**src/rtl/pc_pkg.sv**
```systemverilog
// Shared types and helpers for the program-counter unit.
// Next-address source encoding and the target alignment test.
package pc_pkg;

  typedef enum logic [2:0] {
    PC_SEQ,
    PC_HOLD,
    PC_BRANCH,
    PC_JUMP,
    PC_RET,
    PC_TRAP
  } pc_src_e;

  function automatic logic is_aligned(
    input logic [63:0] addr,
    input int          ib
  );
    logic [63:0] m;
    m = 64'(ib - 1);
    return (addr & m) == 64'd0;
  endfunction

endpackage

```
**src/rtl/pc_ras.sv**
```systemverilog
// Circular return-address stack; a push when full drops the oldest entry.
// Pop data is the entry under the top-of-stack pointer.
module pc_ras #(
  parameter int AW    = 32,
  parameter int DEPTH = 4
) (
  input  logic                     clk,
  input  logic                     rst_n,
  input  logic                     push,
  input  logic                     pop,
  input  logic [AW-1:0]            push_data,
  output logic [AW-1:0]            pop_data,
  output logic [$clog2(DEPTH):0]   count
);

  localparam int PW = $clog2(DEPTH);
  localparam int CW = PW + 1;

  logic [PW-1:0] ptr;
  logic [PW-1:0] ptr_up;
  logic [AW-1:0] mem [DEPTH];

  assign ptr_up   = ptr + PW'(1);
  assign pop_data = mem[ptr];

  always_ff @(posedge clk or negedge rst_n) begin
    if (!rst_n) begin
      ptr   <= '0;
      count <= '0;
    end else if (push) begin
      ptr <= ptr_up;
      if (count != CW'(DEPTH))
        count <= count + CW'(1);
    end else if (pop) begin
      ptr   <= ptr - PW'(1);
      count <= count - CW'(1);
    end
  end

  // Entry contents need no reset; only ptr/count define validity
  always_ff @(posedge clk) begin
    if (push)
      mem[ptr_up] <= push_data;
  end

endmodule

```
**src/rtl/pc_unit.sv**
```systemverilog
// Program-counter unit: prioritised next-address select, RAS,
// alignment check and one-cycle fault pulses.
module pc_unit
  import pc_pkg::*;
#(
  parameter int          AW           = 32,
  parameter int          INSTR_BYTES  = 4,
  parameter logic [AW-1:0] RESET_VECTOR = 32'h0000_0000,
  parameter logic [AW-1:0] TRAP_VECTOR  = 32'h0000_0080,
  parameter int          RAS_DEPTH    = 4
) (
  input  logic                         clk,
  input  logic                         rst_n,
  input  logic                         stall,
  input  logic                         branch_taken,
  input  logic [AW-1:0]                branch_target,
  input  logic                         jump,
  input  logic                         call,
  input  logic [AW-1:0]                jump_target,
  input  logic                         ret,
  input  logic                         trap,
  output logic [AW-1:0]                address,
  output logic [$clog2(RAS_DEPTH):0]   ras_count,
  output logic                         misalign,
  output logic                         ras_underflow
);

  pc_src_e       src;
  logic [AW-1:0] seq;
  logic [AW-1:0] next_addr;
  logic [AW-1:0] ras_top;
  logic          push;
  logic          pop;
  logic          mis_d;
  logic          unf_d;

  assign seq = address + AW'(INSTR_BYTES);

  always_comb begin
    src   = PC_SEQ;
    push  = 1'b0;
    pop   = 1'b0;
    mis_d = 1'b0;
    unf_d = 1'b0;
    if (trap) begin
      src = PC_TRAP;
    end else if (stall) begin
      src = PC_HOLD;
    end else if (ret) begin
      if (ras_count != '0) begin
        src = PC_RET;
        pop = 1'b1;
      end else begin
        src   = PC_TRAP;
        unf_d = 1'b1;
      end
    end else if (jump) begin
      if (is_aligned(64'(jump_target), INSTR_BYTES)) begin
        src  = PC_JUMP;
        push = call;
      end else begin
        src   = PC_TRAP;
        mis_d = 1'b1;
      end
    end else if (branch_taken) begin
      if (is_aligned(64'(branch_target), INSTR_BYTES)) begin
        src = PC_BRANCH;
      end else begin
        src   = PC_TRAP;
        mis_d = 1'b1;
      end
    end
  end

  always_comb begin
    next_addr = seq;
    unique case (src)
      PC_HOLD:   next_addr = address;
      PC_RET:    next_addr = ras_top;
      PC_JUMP:   next_addr = jump_target;
      PC_BRANCH: next_addr = branch_target;
      PC_TRAP:   next_addr = TRAP_VECTOR;
      default:   next_addr = seq;
    endcase
  end

  always_ff @(posedge clk or negedge rst_n) begin
    if (!rst_n) begin
      address       <= RESET_VECTOR;
      misalign      <= 1'b0;
      ras_underflow <= 1'b0;
    end else begin
      address       <= next_addr;
      misalign      <= mis_d;
      ras_underflow <= unf_d;
    end
  end

  pc_ras #(
    .AW    (AW),
    .DEPTH (RAS_DEPTH)
  ) u_ras (
    .clk       (clk),
    .rst_n     (rst_n),
    .push      (push),
    .pop       (pop),
    .push_data (seq),
    .pop_data  (ras_top),
    .count     (ras_count)
  );

endmodule

```
**config.mk**
```make
export PLATFORM = sky130hd
export DESIGN_NAME = pc_unit
export DESIGN_NICKNAME = d
export VERILOG_FILES = /design/src/rtl/pc_pkg.sv /design/src/rtl/pc_ras.sv /design/src/rtl/pc_unit.sv
export SDC_FILE = /design/constraint.sdc
export NUM_CORES = 1
export LEC_CHECK = 0
export CAP_MARGIN = 40
export CELL_PAD_IN_SITES_DETAIL_PLACEMENT = 2
export CELL_PAD_IN_SITES_GLOBAL_PLACEMENT = 2
export CORE_MARGIN = 1
export CORE_UTILIZATION = 39
export CTS_CLUSTER_DIAMETER = 80
export DETAILED_ROUTE_END_ITERATION = 6
export HOLD_SLACK_MARGIN = 0.12
export PLACE_DENSITY_LB_ADDON = 0.1
export SLEW_MARGIN = 20
export SYNTH_ARGS = -nofsm -noshare
export SYNTH_HDL_FRONTEND = slang
export SYNTH_SLANG_ARGS = --single-unit
```
**constraint.sdc**
```tcl
create_clock -name clk -period 3.1 [get_ports clk]
set_input_delay 0.62 -clock clk [delete_from_list [all_inputs] [get_ports clk]]
set_output_delay 0.62 -clock clk [all_outputs]
set_load 0.1 [all_outputs]
```
### Word level (Yosys, flattened, before mapping)

Memory sizes are Yosys's and may differ from the RTL's.
Index checks and enable logic that the tools add are counted.
Widths: inputs -> output; s select.

| cells by class | value |
|---|---|
| add/subtract/negate cells | 5 |
| eq/ne operators | 7 |
| reduce and logical (&&, ||, !) cells | 5 |
| multiplexer cells | 36 |

Operator list:

| kind | number |
|---|---|
| $pmux 32 s5 | 1 |
| $logic_not 64->1 | 2 |
| $add 32x3->32 const B | 1 |
| $mux 3 | 10 |
| $mux 1 | 23 |
| $eq 3x2->1 const B | 2 |
| $eq 3x3->1 const B | 2 |
| $mux 2 | 2 |
| $add 3x1->3 const B | 1 |
| $eq 3x1->1 const B | 1 |
| $ne 3x3->1 const B | 1 |
| $reduce_bool 3->1 | 1 |
| $sub 3x1->3 const B | 1 |
| $add 2x1->2 const B | 1 |
| $ne 2x1->1 const B | 1 |
| $reduce_and 2->1 | 1 |
| $reduce_bool 2->1 | 1 |
| $sub 2x1->2 const B | 1 |

| word-level totals | value |
|---|---|
| RAM bits | 128 |
| logic and storage cells | 59 |
| memories | 1 |
| bits in registers | 39 |
| output and inout port bits | 37 |

Memories:

| name | words | width | read ports | clocked after Yosys merged registers in | write ports | RTL line | text |
|---|---|---|---|---|---|---|---|
| u_ras.mem | 4 | 32 | 1 | 0 | 1 | pc_ras.sv:21 | `logic [AW-1:0] mem [DEPTH];` |

### Depth between registers and ports, before layout

Gate-level depths: netlist of the first run.

| logic depth | value |
|---|---|
| depth in word-level cells | 9 |
| gate-level depth with buffers | 8 |

### Cells and area by module

From an unflattened synthesis of the first run, not the netlist that was laid out.

| unflattened totals | value |
|---|---|
| cell total of the unflattened synthesis | 502 |
| area, all modules | 7797.5 sq um |

By module, submodules not included:

| module | cells an instance | area each (sq um) | sequential area each (sq um) | instances |
|---|---|---|---|---|
| pc_ras | 206 | 5026.1 | 3968.8 | 1 |
| pc_unit | 296 | 2771.4 | 850.8 | 1 |

### Worst setup path after synthesis of the first run

Ideal clock, no wire load.

| path | value |
|---|---|
| kind | in2reg |
| start | in ret |
| end | mem u_ras.mem[0][0], enable pin |
| arrival | 2.435 ns |
| required time | 2.708 ns |
| setup slack | 0.273 ns |
| cell stages on the path | 5 |
| path through | or3_2 > nor2b_4 > buf_6 > buf_4 > and3_1 |

| between the ends | value |
|---|---|
| word-level cells in the longest chain between the ends | 5 |

RTL lines:

| what | RTL line | text |
|---|---|---|
| start, declared | pc_unit.sv:20 | `input logic ret,` |
| $mux 1 | pc_unit.sv:49 | `end else if (ret) begin` |
| $mux 1 | pc_unit.sv:47 | `end else if (stall) begin` |
| $mux 1 | pc_unit.sv:45 | `if (trap) begin` |
| $mux 1 | pc_ras.sv:42 | `if (push)` |
| $mux 1 (implied by the code) | pc_ras.sv:43 | `mem[ptr_up] <= push_data;` |
| end, declared | pc_ras.sv:21 |  |

Every way passes these cells.

### Worst setup path in the final report of the first run

| path | value |
|---|---|
| start | reg address[2] |
| end | mem u_ras.mem[1][22] (data pin) |

| between the ends | value |
|---|---|
| word-level cells in the longest chain between the ends | 1 |

RTL lines:

| what | RTL line | text |
|---|---|---|
| start, declared | pc_unit.sv:22 | `output logic [AW-1:0] address,` |
| start signal, assigned | pc_unit.sv:93 | `address <= next_addr;` |
| $add 32x3->32 | pc_unit.sv:37 | `assign seq = address + AW'(INSTR_BYTES);` |
| via seq[22] | pc_unit.sv:29 | `logic [AW-1:0] seq;` |

The timed path passes the listed nets, and every way through them passes these cells.

==> metrics.yaml, run 1 <==
timing:
  timing.setup.tns_ns: 0
  unrepaired_setup_endpoints_after_global_routing: "false"
  worst-slew-pin-transition_ns: 0.830
  final.setup_skew_ns: 0.00768
  final.period_utilization_pct: 87.7
  drv_slew: 0
  setup_viol_count_final: 0
  period_minus_slack_ns: 2.72
  slew-limit-headroom_pct: 44.7
  timing.fmax_ghz: 0.368
  hold_viol: 0
finish:
  num-fill-cells: 1751
  flow.area_growth_from_synthesis_pct: 26.5
  multi_input_comb_area_um2: 2500
  post-route-cell-area_um2: 9540
  fin_nets: 699
  antenna-diode-count: 0
  layout.core_utilization_pct: 50.7
  post_route_cells_drive_above_1_share_pct: 22.4
  ff_latch_area_um2: 4820
clock_tree:
  path_clk_slew_ns: 0.07
  htree_depth: 4
  clk_tree_root_cell: "clkbuf_16"
  cts_tree: "built"
  clock_sinks: 167
  clk_latency_ns: 0.42
  cts-resized-gates: 0
  cts_hold_buffers_added: 0
  ctsLongestPathBuffers: 2
  post_cts.repair.setup_buffers: 0
  numCtsBuffers: 17
grt:
  groute.layer.met2.usage_pct: 46.8
  gr-usage-met1_pct: 35.0
  overflow: 0
  grt_antenna_before_repair: 0
  grt_use_total_pct: 27.2
  globalRoute.busiestLayer: "met2"
  vias_in_the_first_global_route: 5840
  grt_first_pass_wirelength_um: 38400
  grt_use_met3_pct: 4.18
  grt_max_degree: 30
place:
  dp_hpwl_um: 17500
  place.gp.congestion: 0.778
  dpl-instance-area_um2: 8960
  port_buffers: 108
yosys:
  synth.cell_area_um2: 7540
  synth_area_per_cell_um2: 15.4
  synth_edf_count: 128
  share_of_the_yosys_chip_area_belonging_to_registers_pct: 63.9
  post_synth_num_cell_types: 55
  synth.yosys.warnings: 0
  synth-seq-cells: 167
  synth_flop_cell: "edfxtp_1"
  post_synth_inst_count: 491
  synth_async_reset_ratio_pct: 23.4
  synth.net_count: 569
floorplanning:
  die_area_um2: 19900
  fp.dieW_um: 141
  core.rowCount: 50
  coreArea_um2: 18800
  initial_core_util_pct: 40.1
  fp.dieH_um: 141
  floorplan.io_pins: 109
detailed_routing:
  route.detailed.vias_per_inst: 5.82
  detail-route-antenna-nets: 0
  drt-pass1-iter-count: 7
  drc: 0
  finalWirelength_um: 25700
  total_vias_in_the_final_route: 5207
  drt_iter0_drc: 536
  post_drt_wl_per_cell_um: 28.8
setup_path:
  cp.required_ns: 3.23
  reg2reg_to: "u_ras.mem[1][22]"
  reg2reg_start: "address[2]"
  slowest_stage: "and3_1"
  crit_arrival_ns: 2.85
  worstPathCellList: "ha_1 -> and3_1 -> nand4_1 -> xnor2_1"
  setup_slack_of_the_worst_register_to_register_path_ns: 0.38
  worst_setup_path_startpoint: "address[2]"
  worst_setup_path_endpoint: "u_ras.mem[1][22]"
  worstSetupStartpointType: "flip-flop"
  maximum_fanout_along_the_worst_path: 12
  path_class: "flip-flop to flip-flop"
  timing.critical_path.slowest_cell_delay_ns: 0.76
  reg2reg_depth: 4
  cp-end-kind: "flip-flop"
power_and_ir_drop:
  powerDensity_nw_per_um2: 733
  power.ir.vdd_worst_v: 0.000380
  cellLeakagePower_nw: 3.59
  finalPower_mw: 7.00
status:
  outcome: "completed"
hold_path:
  min-delay-path-class: "input port to async pin"
run:
  cap_viol_max_count: 0
[worst min-delay path by stage]
stage                     from         endpoint  slack (ns)  cells after the start
global route             rst_n       address[0]        0.17                      2
detailed placement  address[1]  u_ras.mem[0][1]        0.59                      0
floorplan                rst_n       address[0]        0.32                      0
finish                   rst_n       address[0]        0.16                      2
CTS                      rst_n       address[0]        0.16                      2
global placement    address[1]  u_ras.mem[0][1]        0.54                      0
[state kept, by name (all words and copies together), names as in the netlist]
signal	count
address	32
misalign	1
ras_underflow	1
u_ras.count	3
u_ras.mem	128
u_ras.ptr	2
[worst max-delay path, delay by kind of cell (launching register included)]
kind | cells | cell delay (ns)
DFF | 1 | 0.49
xor gates and xnor gates | 1 | 0.59
adders and majority gates | 1 | 0.36
and+or+nand+nor | 2 | 0.97
[cells in the final DEF, fill, tap and decap left out, types with 2 or more instances in the layout]
cell type / count
clkbuf_1: 2
clkdlybuf4s50_1: 70
nand4_1: 14
nor4_1: 2
o21ai_0: 10
inv_6: 3
dfrtp_1: 38
nand3_1: 15
inv_1: 9
a222oi_1: 27
xor2_1: 14
a22o_1: 2
clkbuf_16: 17
o311ai_1: 3
xnor2_1: 23
o21ai_1: 4
nand2b_1: 5
buf_12: 6
and3_1: 14
mux4_2: 32
buf_4: 61
nor2_1: 14
clkinvlp_4: 5
nor3_1: 4
a21o_1: 14
a31oi_1: 2
a22oi_1: 5
and2_1: 3
a21oi_1: 3
nand4b_1: 2
bufinv_16: 2
nand2_1: 45
ha_1: 5
clkinv_2: 2
o211ai_1: 3
edfxtp_1: 128
[synthesized netlist by cell type (2+ instances only)]
master / n / area share, %
edfxtp_1: 128 / 51
nand2_1: 45 / 2.2
dfrtp_1: 39 / 13
mux4_2: 32 / 9.6
a222oi_1: 27 / 3.6
xnor2_1: 23 / 2.7
nand3_1: 15 / 1.0
a21o_1: 14 / 1.4
and3_1: 14 / 1.2
nand4_1: 14 / 1.2
nor2_1: 14 / 0.70
xor2_1: 14 / 1.6
o21ai_0: 10 / 0.66
inv_1: 9 / 0.45
buf_4: 8 / 0.80
buf_2: 7 / 0.46
buf_6: 7 / 1.0
a22oi_1: 5 / 0.50
ha_1: 5 / 0.83
nand2b_1: 5 / 0.41
clkbuf_1: 4 / 0.20
nor3_1: 4 / 0.27
o21ai_1: 4 / 0.27
a21oi_1: 3 / 0.20
and2_1: 3 / 0.25
o211ai_1: 3 / 0.30
o311ai_1: 3 / 0.35
a22o_1: 2 / 0.23
a31oi_1: 2 / 0.17
nand4b_1: 2 / 0.23
nor4_1: 2 / 0.17
[final cells by class]
cell class | instances | share of cell area, %
multi-input combinational | 288 | 26.2
clock inverter | 13 | 1.52
tap | 260 | 3.41
clock buffer | 19 | 4.54
sequential | 167 | 50.5
timing repair buffer | 138 | 13.5
inverter | 9 | 0.354
[cells by family (layout without fill, tap and decap cells)]
family | count (synthesis) | count (layout) | share of synthesized area (%)
simple gates | 131 | 131 | 9.34
xor+xnor | 37 | 37 | 4.30
mux | 32 | 32 | 9.55
buf+inv | 36 | 179 | 3.00
flops | 167 | 167 | 63.9
fa+ha+maj | 6 | 6 | 1.09
compound gates | 82 | 82 | 8.82
[through the flow]
| stage | hold slack, ns | std cells | setup WS, ns |
|---|---|---|---|
| 6_report | 0.162 | 894 | 0.381 |
| 5_1_grt | 0.167 | 894 | 0.243 |
| 4_1_cts | 0.161 | 894 | 0.422 |
| 3_5_place_dp | 0.587 | 862 | 0.131 |
| 3_3_place_gp | 0.544 | 862 | 0.239 |
| 2_1_floorplan | 0.324 | 491 | 0.273 |
[power breakdown]
group	switching [mW]	internal, mW
sequential	0.274	2.57
clock	0.917	1.20
combinational	1.28	0.761
[metal layers]
layer,routed length [µm],up-vias,part of all wire [%]
met5,0,-,0
li1,-,2226,-
met1,10800,2774,42
met2,13300,176,52
met4,471,0,1.8
met3,1120,31,4.3
Power figures use the tool's default switching activity.
==> run 2: changes to the inputs <==
RECOVER_POWER = 100   (was not set)
==> run 2 against run 1 <==
The flow now finishes with violations (capacitance limit, slew limit). Wire length is essentially flat. Global-route usage did not move. Die area unchanged. Sequential power hardly changed. Total power fell by 1.2%. Cell count is the same. Clock power hardly changed. Maximum frequency shrank 7.0%. Register-to-register slack improved by 0.06 ns.
==> metrics.yaml, run 2 (synthesis gave the netlist of run 1 again) <==
finish:
  fin_nets: 699  # unchanged
  layoutNonFillerInstCount: 894  # unchanged
  antenna-diode-count: 0  # unchanged
  largest_reg_flops: 128  # unchanged
  post_route_cells_drive_above_1_share_pct: 14.8  # -7.6 points
  multi_input_comb_area_um2: 2480  # -0.70%
  biggest_regs: "u_ras.mem x128, address x32, u_ras.count x3"
  leading_cell_type_in_the_layout_fill_and_taps_excluded: "edfxtp_1"
  regMostFlops: "u_ras.mem"
  num-fill-cells: 1796  # +2.6%
  flow.area_growth_from_synthesis_pct: 23.9
  ff_latch_area_um2: 4820  # unchanged
  layout_common_cells: "edfxtp_1, clkdlybuf4s50_1, clkbuf_1"
grt:
  grt_first_pass_wirelength_um: 38400  # unchanged
  grt_max_degree: 30  # unchanged
  grt_use_total_pct: 27.2  # unchanged
  vias_in_the_first_global_route: 5840  # unchanged
  overflow: 0  # unchanged
  grt_antenna_before_repair: 0  # unchanged
timing:
  slew-limit-headroom_pct: -14.7  # -59 points
  hold_viol: 0  # unchanged
  drv_slew: 25  # +25
  final.setup_skew_ns: 0.00841  # +0.000737 ns
  final.period_utilization_pct: 94.3  # +6.6 points
  timing.fmax_ghz: 0.342  # -7.0%
  post-route-worst-setup-slack_ns: 0.175  # -0.205 ns
  period_minus_slack_ns: 2.92  # +0.205 ns
  timing.setup.tns_ns: 0  # unchanged
  worst-slew-pin-transition_ns: 1.72  # +0.890 ns
  setup_viol_count_final: 0  # unchanged
  unrepaired_setup_endpoints_after_global_routing: "false"
power_and_ir_drop:
  comb_power_share_pct: 28.3  # -0.9 points
  cellLeakagePower_nw: 3.40  # -5.4%
  relative_contribution_of_sequential_cells_to_total_power_pct: 41.1  # +0.5 points
  power.ir.vdd_worst_v: 0.000385  # +1.3%
  finalPower_mw: 6.92  # -1.2%
  sw_frac_of_total_pct: 35.7  # +0.38 points
  clock_power_share_pct: 30.6  # +0.4 points
  powerDensity_nw_per_um2: 740  # +0.92%
  internal_power_mw: 4.45  # -1.8%
  total_switching_power_mw: 2.47  # -0.10%
clock_tree:
  post_cts.repair.setup_buffers: 0  # unchanged
  clk_latency_ns: 0.43  # about the same
  htree_depth: 4  # unchanged
  cts_tree: "built"
  ctsLongestPathBuffers: 2  # unchanged
  path_clk_slew_ns: 0.07  # about the same
  cts_hold_buffers_added: 0  # unchanged
  numCtsBuffers: 17  # unchanged
  clk_tree_root_cell: "clkbuf_16"
  clock_sinks: 167  # unchanged
  cts-resized-gates: 0  # unchanged
place:
  port_buffers: 108  # unchanged
  place.gp.congestion: 0.778  # unchanged
  placed_cells_incl_taps: 862  # unchanged
  dp_hpwl_um: 17500  # unchanged
  pre_cts_ws_ns: 0.131  # unchanged
floorplanning:
  floorplan.io_pins: 109  # unchanged
  fp.dieH_um: 141  # unchanged
  initial_core_util_pct: 40.1  # unchanged
  die_area_um2: 19900  # unchanged
  fp.dieW_um: 141  # unchanged
  coreArea_um2: 18800  # unchanged
  core.rowCount: 50  # unchanged
setup_path:
  crit_arrival_ns: 3.25  # +0.40 ns
  cp-end-kind: "flip-flop"
  maximum_fanout_along_the_worst_path: 10  # -2
  path_class: "input port to flip-flop"
  cp.required_ns: 3.42  # +0.19 ns
  worstSetupStartpointType: "input port"
hold_path:
  min-delay-path-class: "input port to async pin"
detailed_routing:
  post_drt_wl_per_cell_um: 28.8  # about the same
  drt-pass1-iter-count: 6  # -1
  finalWirelength_um: 25700  # about the same
  drt_iter0_drc: 489  # -8.8%
  drc: 0  # unchanged
  route.detailed.vias_per_inst: 5.90  # +1.2%
  detail-route-antenna-nets: 0  # unchanged
  total_vias_in_the_final_route: 5271  # +1.2%
status:
  violations: "capacitance limit, slew limit"
  outcome: "finished, violations left"
run:
  cap_viol_max_count: 1  # +1
run 2: changes by cell type in the layout (fill, tap and decap cells not counted), sizes merged:
| cell | delta |
|---|---|
| buf | -49 |
| clkdlybuf4s50 | -1 |
| dlygate4sd3 | +1 |
| clkbuf | +49 |
run 2: power by group through the flow:
stage / registers (mW) / logic [mW] / clock network (mW)
after CTS: 2.85 / 2.06 / 2.16
after floorplan: 3.31 / 0.969 / 0
final: 2.84 / 1.96 / 2.12
after detailed placement: 2.88 / 2.03 / 0
after global routing: 2.87 / 2.05 / 2.23
after global placement: 2.87 / 1.97 / 0
run 2: per-stage QoR:
stage	utilization, %	hold WS, ns	instance area (µm²)
2_1_floorplan	-	0.324	7540
3_3_place_gp	47.6	0.544	8960
3_5_place_dp	47.6	0.587	8960
4_1_cts	50.7	0.161	9540
5_1_grt	49.6	0.534	9340
6_report	49.6	0.479	9340
run 2: worst paths after layout:
check	from	to	cells after the start	slack (ns)
min in group clk	address[1]	u_ras.mem[1][1]	0	0.59
max reg2reg	address[2]	u_ras.mem[0][16]	4	0.44
max in group asynchronous	rst_n	u_ras.ptr[0]	2	1.23
min reg2reg	address[1]	u_ras.mem[1][1]	0	0.59
max	ret	address[27]	6	0.18
min	rst_n	address[0]	2	0.48
run 2: layout make-up:
cell class	instances	area share [%]
sequential	167	51.6
multi-input combinational	288	26.6
clock buffer	19	4.63
timing repair buffer	138	11.8
tap	260	3.48
clock inverter	13	1.55
inverter	9	0.362
run 2: worst max-delay path, cell delays in order:
cell and delay, ns:
dlygate4sd3_1 0.59, or4_4 0.58, o22ai_2 0.67, nand4b_1 0.33, xnor2_1 0.21, o21ai_0 0.23
run 2: per-layer routing:
layer / global-route usage (%) / share of wire (%) / vias up
met1: 35.0 / 42 / 2811
li1: - / - / 2230
met3: 4.18 / 4.4 / 32
met2: 46.8 / 52 / 198
met4: 9.32 / 1.8 / 0
met5: 0 / 0 / -
==> RTL change 1: new RTL, config.mk and constraints of run 1 <==
Set the parameter `RAS_DEPTH` to 8 (it was 4).
--- a/src/rtl/pc_unit.sv
+++ b/src/rtl/pc_unit.sv
@@ -7,7 +7,7 @@
   parameter int          INSTR_BYTES  = 4,
   parameter logic [AW-1:0] RESET_VECTOR = 32'h0000_0000,
   parameter logic [AW-1:0] TRAP_VECTOR  = 32'h0000_0080,
-  parameter int          RAS_DEPTH    = 4
+  parameter int          RAS_DEPTH    = 8
 ) (
   input  logic                         clk,
   input  logic                         rst_n,
Ports: changed (resized ras_count); port bits go from 109 to 110. The function was not compared with the original's and may differ.
==> RTL change 1 against run 1 <==
- first-iteration DRC count is 15% higher
- sequential share of layout area is 5.6 points higher
- power rose by 80%
- via count rose by 44%
- global-route usage fell by 4.9 points
- sequential cell count increased by 130
- cell count is 44% higher
- design area increased by 63%
- core utilization down 1.7 points
- setup slack got worse by 0.058 ns
- wire length is 40% higher
- synthesized area rose by 68%
- largest cell class unchanged
- largest power group unchanged
- highest routed layer unchanged
==> RTL change 1: results (changes against run 1) <==
- Outcome: finished, final reports clean
- Sequential element share of the synthesized area: 0.689 (+0.0500)
- VDD IR-drop max: 0.000468 V (+23%)
- Total Routing Usage GR: 0.223 (-0.0488)
- Pre-antenna DRT Iters: 6 (-1)
- CTS Buf Count: 34 (+17)
- Syn nets: 794 (+40%)
- First-pass GRT wire length: 54.3 mm (+41%)
- Number of distinct library cells after synthesis: 51 (-7.3%)
- Post-synth top cells: edfxtp_1, mux4_2, dfrtp_1, xor2_1, nand3_1
- Largest net degree at the start of global routing: 50 (+67%)
- Leak Pwr: 5.34 nW (+49%)
- Number of buffers inserted by port buffering: 109 (+0.93%)
- Worst flop-to-flop path endpoint: u_ras.mem[5][20]$_DFFE_PP_
- Placed insts: 1224 (+42%)
- Critical path peak fanout: 14 (+2)
- WP data arrival: 2.99 ns (+0.14 ns)
- HPWL after DPL: 22.8 mm (+30%)
- Vias/cell: 5.83 (+0.17%)
- Top flop regs: u_ras.mem x256, address x32, u_ras.count x4
- Gpl congestion: 0.776 (-0.28%)
- Slew HR: 0.465 (+0.0185)
- Syn-to-layout area delta: 22.7%
- Layout Nets: 936 (+34%)
- Drt total wl: 36.0 mm (+40%)
- Clock Skew: 0.0159 ns (+0.00821 ns)
- # H-tree levels: 2 (-2)
- Number of synthesized flops with an enable pin: 256 (+100%)
- Synth Area per Inst: 17.7 um2 (+15%)
- Max clock buf depth: 3 (+1)
- Clk_lat worst skew: 0.51 ns (+0.09 ns)
- Non-Filler Instances: 1285 (+44%)
- Ys async rst share: 0.138 (-0.0955)
## RTL change 1: cell count changes in the layout (fill, tap and decap cells not counted), sizes merged, moves of 19 or more
cell	change
clkbuf	+26
nand3	+19
mux2i	+23
xor2	+23
mux4	+32
edfxtp	+128
nand2	-23
## RTL change 1: how the worst max path moves through the flow
stage / startpoint / slack (ns) / end
2_1_floorplan: u_ras.ptr[0]$_DFFE_PN0P_ / 0.001 / u_ras.mem[1][0]$_DFFE_PP_
3_3_place_gp: jump / 0.12 / u_ras.mem[4][19]$_DFFE_PP_
3_5_place_dp: jump / 0.04 / u_ras.mem[4][18]$_DFFE_PP_
4_1_cts: address[2]$_DFFE_PN0P_ / 0.28 / u_ras.mem[6][20]$_DFFE_PP_
5_1_grt: address[2]$_DFFE_PN0P_ / 0.13 / u_ras.mem[6][20]$_DFFE_PP_
6_report: address[2]$_DFFE_PN0P_ / 0.32 / u_ras.mem[5][20]$_DFFE_PP_
## RTL change 1: cells by family (layout without fill, tap and decap cells)
logic type | Yosys count | in the layout | synth area share
flops | 297 | 297 | 0.689
xor+xnor | 64 | 64 | 0.0443
buf+inv | 51 | 218 | 0.0205
simple gates | 134 | 134 | 0.0594
mux | 88 | 88 | 0.133
fa+ha+maj | 6 | 6 | 0.00653
compound gates | 76 | 76 | 0.0471
## RTL change 1: worst max-delay path, cell delays in order (launching register included)
cell	delay [ns]
dfrtp_1	0.48
ha_1	0.28
nand4_1	0.30
nor3_2	0.35
buf_12	0.20
and2_1	0.22
nand2_1	0.09
xnor2_1	0.53
## RTL change 1: where the power goes
part           total, mW  switching [mW]  internal (mW)
Combinational       3.77            2.37           1.41
Clock               3.86            1.59           2.27
Sequential          4.93           0.271           4.66
Total               12.6            4.23           8.34
## RTL change 1: cell type report
type | count | area (um2)
timing repair buffer | 150 | 1440
sequential | 297 | 8720
clock buffer | 45 | 966
fill | 2898 | 16200
inverter | 7 | 26.3
tap | 402 | 503
multi-input combinational | 368 | 3780
clock inverter | 16 | 95.1
## RTL change 1: metrics by stage
step	cell area [um2]	setup slack (ns)	hold slack (ns)
after CTS	15500	0.277	0.130
after global routing	15500	0.128	0.135
after detailed placement	14500	0.0416	0.524
after global placement	14500	0.124	0.519
final	15500	0.323	0.135
after floorplan	12800	0.00107	0.324
## RTL change 1: routing by layer
layer,track usage,routed length (um),up-vias
li1,-,-,3191
met1,0.292,15200,4035
met2,0.390,18400,215
met3,0.0319,1720,56
met4,0.0595,700,0
met5,0,0,-
==> RTL change 2: new RTL, flow settings as in run 1 <==
Made on the original files. Make the reset (`rst_n`) synchronous in 2 clocked blocks.
--- a/src/rtl/pc_ras.sv
+++ b/src/rtl/pc_ras.sv
@@ -23,7 +23,7 @@
   assign ptr_up   = ptr + PW'(1);
   assign pop_data = mem[ptr];
 
-  always_ff @(posedge clk or negedge rst_n) begin
+  always_ff @(posedge clk) begin
     if (!rst_n) begin
       ptr   <= '0;
       count <= '0;
--- a/src/rtl/pc_unit.sv
+++ b/src/rtl/pc_unit.sv
@@ -84,7 +84,7 @@
     endcase
   end
 
-  always_ff @(posedge clk or negedge rst_n) begin
+  always_ff @(posedge clk) begin
     if (!rst_n) begin
       address       <= RESET_VECTOR;
       misalign      <= 1'b0;
Check against the original RTL: differs if rst_n is asserted again (counterexample within 4 cycles, from zero or initial values and one cycle with rst_n low); with rst_n held inactive, the same outputs for 4 cycles.
==> RTL change 2 against run 1 <==
- fmax rose by 4.9%
- synthesized cell count up 7.5%
- first-iteration DRC count down 32%
- non-clock buffer count increased by 12
- sequential cell count grew 2
- via count rose by 4.7%
- wire length decreased by 3.9%
- worst hold slack improved by 0.39 ns
- setup slack better by 0.13 ns
- design area rose by 0.17%
- synthesized area down 0.46%
- critical path type is now input port to flop
- critical endpoint is now address[24]$_SDFFE_PN0P_
- largest cell class unchanged
Power is not compared: it rests on default switching activity, and its combinational part moved more than twofold at a synthesized area within 25%.
==> RTL change 2: results (changes against run 1) <==
- Top flop regs: u_ras.mem x128, address x32, u_ras.count x3
- Post-CTS Setup Bufs: 0 (unchanged)
- Cell family with the largest share of critical-path delay: compound AO/OA/AOI/OAI gates
- Worst hold path class: flop to flop
- Post-synth top cells: edfxtp_1, nand2_1, dfxtp_1, mux4_2, a222oi_1
- Cell Area, Placed: 0.00903 mm2 (+0.74%)
- WP data arrival: 2.89 ns (+0.04 ns)
- Crit path max-delay cell type: or4_1
- Post-synthesis mux area share: 0.0973 (+0.00178)
- Period utilization: 0.836 (-0.0413)
- Non-Filler Instances: 906 (+1.3%)
- Sequential element share of the synthesized area: 0.621 (-0.0177)
- Crit Reg-Reg Startpoint: address[6]$_SDFFE_PN0P_
- Largest net degree at the start of global routing: 23 (-23%)
- # H-tree levels: 4 (unchanged)
- Worst reg2reg setup slack: 0.57 ns (+0.19 ns)
- Syn nets: 606 (+6.5%)
- Outcome: finished, final reports clean
- Syn Inst Count: 528 (+7.5%)
- Ys async rst share: 0 (-0.234)
- Number of distinct library cells after synthesis: 60 (+9.1%)
- WL/cell: 27.3 um (-5.2%)
- Synth Area in XOR/XNOR: 0.0338 (-0.00913)
- First-pass GRT wire length: 37.4 mm (-2.5%)
- Worst Tran Pin Value: 0.768 ns (-0.0616 ns)
- Number of buffers inserted by port buffering: 108 (unchanged)
- Synth Area in Adders: 0.0110 (+0.0000511)
- Fill count: 1805 (+3.1%)
- CP max stage delay: 0.68 ns (-0.08 ns)
- Layout cells sized above 1: 0.229 (+0.00519)
- Final Core Density: 0.509 (+0.00256)
- Setup crit end: address[24]$_SDFFE_PN0P_
- HPWL after DPL: 17.4 mm (-0.91%)
- DRT met1 WL: 10.3 mm (-4.2%)
- Hold Startpoint: address[1]$_SDFFE_PN0P_
- Register share of total power: 0.527
- Vias in the first global route: 5941 (+1.7%)
- CP Launch Point: ret
- Via count: 5452 (+4.7%)
- Worst slack, placed: 0.0364 ns (-0.0949 ns)
- Pre-antenna DRT Iters: 6 (-1)
- Placed insts: 874 (+1.4%)
- WHS: 0.549 ns (+0.387 ns)
- Ranking of synthesized cells by area: edfxtp_1, dfxtp_1, mux4_2
- Compound-Gate Fraction of Synth Area: 0.108 (+0.0201)
- # diodes: 0 (unchanged)
- Critical path peak fanout: 9 (-3)
- Total Routing Usage GR: 0.262 (-0.00983)
- Initial detailed-routing violation count: 364 (-32%)
- Clock Skew: 0.00859 ns (+0.000917 ns)
- WL met2: 12.9 mm (-3.4%)
- Max clock buf depth: 2 (unchanged)
- Worst flop-to-flop path endpoint: u_ras.mem[2][31]$_DFFE_PP_
- VDD IR-drop max: 0.000346 V
- Layout Nets: 737 (+5.4%)
- Met3 WL: 1.12 mm (+0.27%)
- Gpl congestion: 0.770 (-1.1%)
-- RTL change 2: changes by cell type after synthesis, sizes merged, moves of 6 or more --
cell / before / now
dfxtp: 0 / 41
dfrtp: 39 / 0
a21oi: 3 / 18
clkbuf: 4 / 17
a31oi: 2 / 13
xnor2: 23 / 15
nor4: 3 / 9
-- RTL change 2: worst reg2reg max path: cells and delay by family (launching register included) --
family	cells	cell delay [ns]
simple gates	3	1.29
flops	1	0.56
xor+xnor	1	0.43
-- RTL change 2: cell type report --
type,instances,share of cell area
clock inverters,14,0.0103
flip-flops and latches,169,0.488
inverters,9,0.00353
clock buffers,18,0.0449
repair buffers,150,0.148
multi-input cells,312,0.275
well taps,234,0.0306
-- RTL change 2: layer usage --
layer | GRT usage | vias up
met5 | 0 | -
met4 | 0.0755 | 0
met3 | 0.0438 | 19
met2 | 0.462 | 174
met1 | 0.332 | 2885
li1 | - | 2374
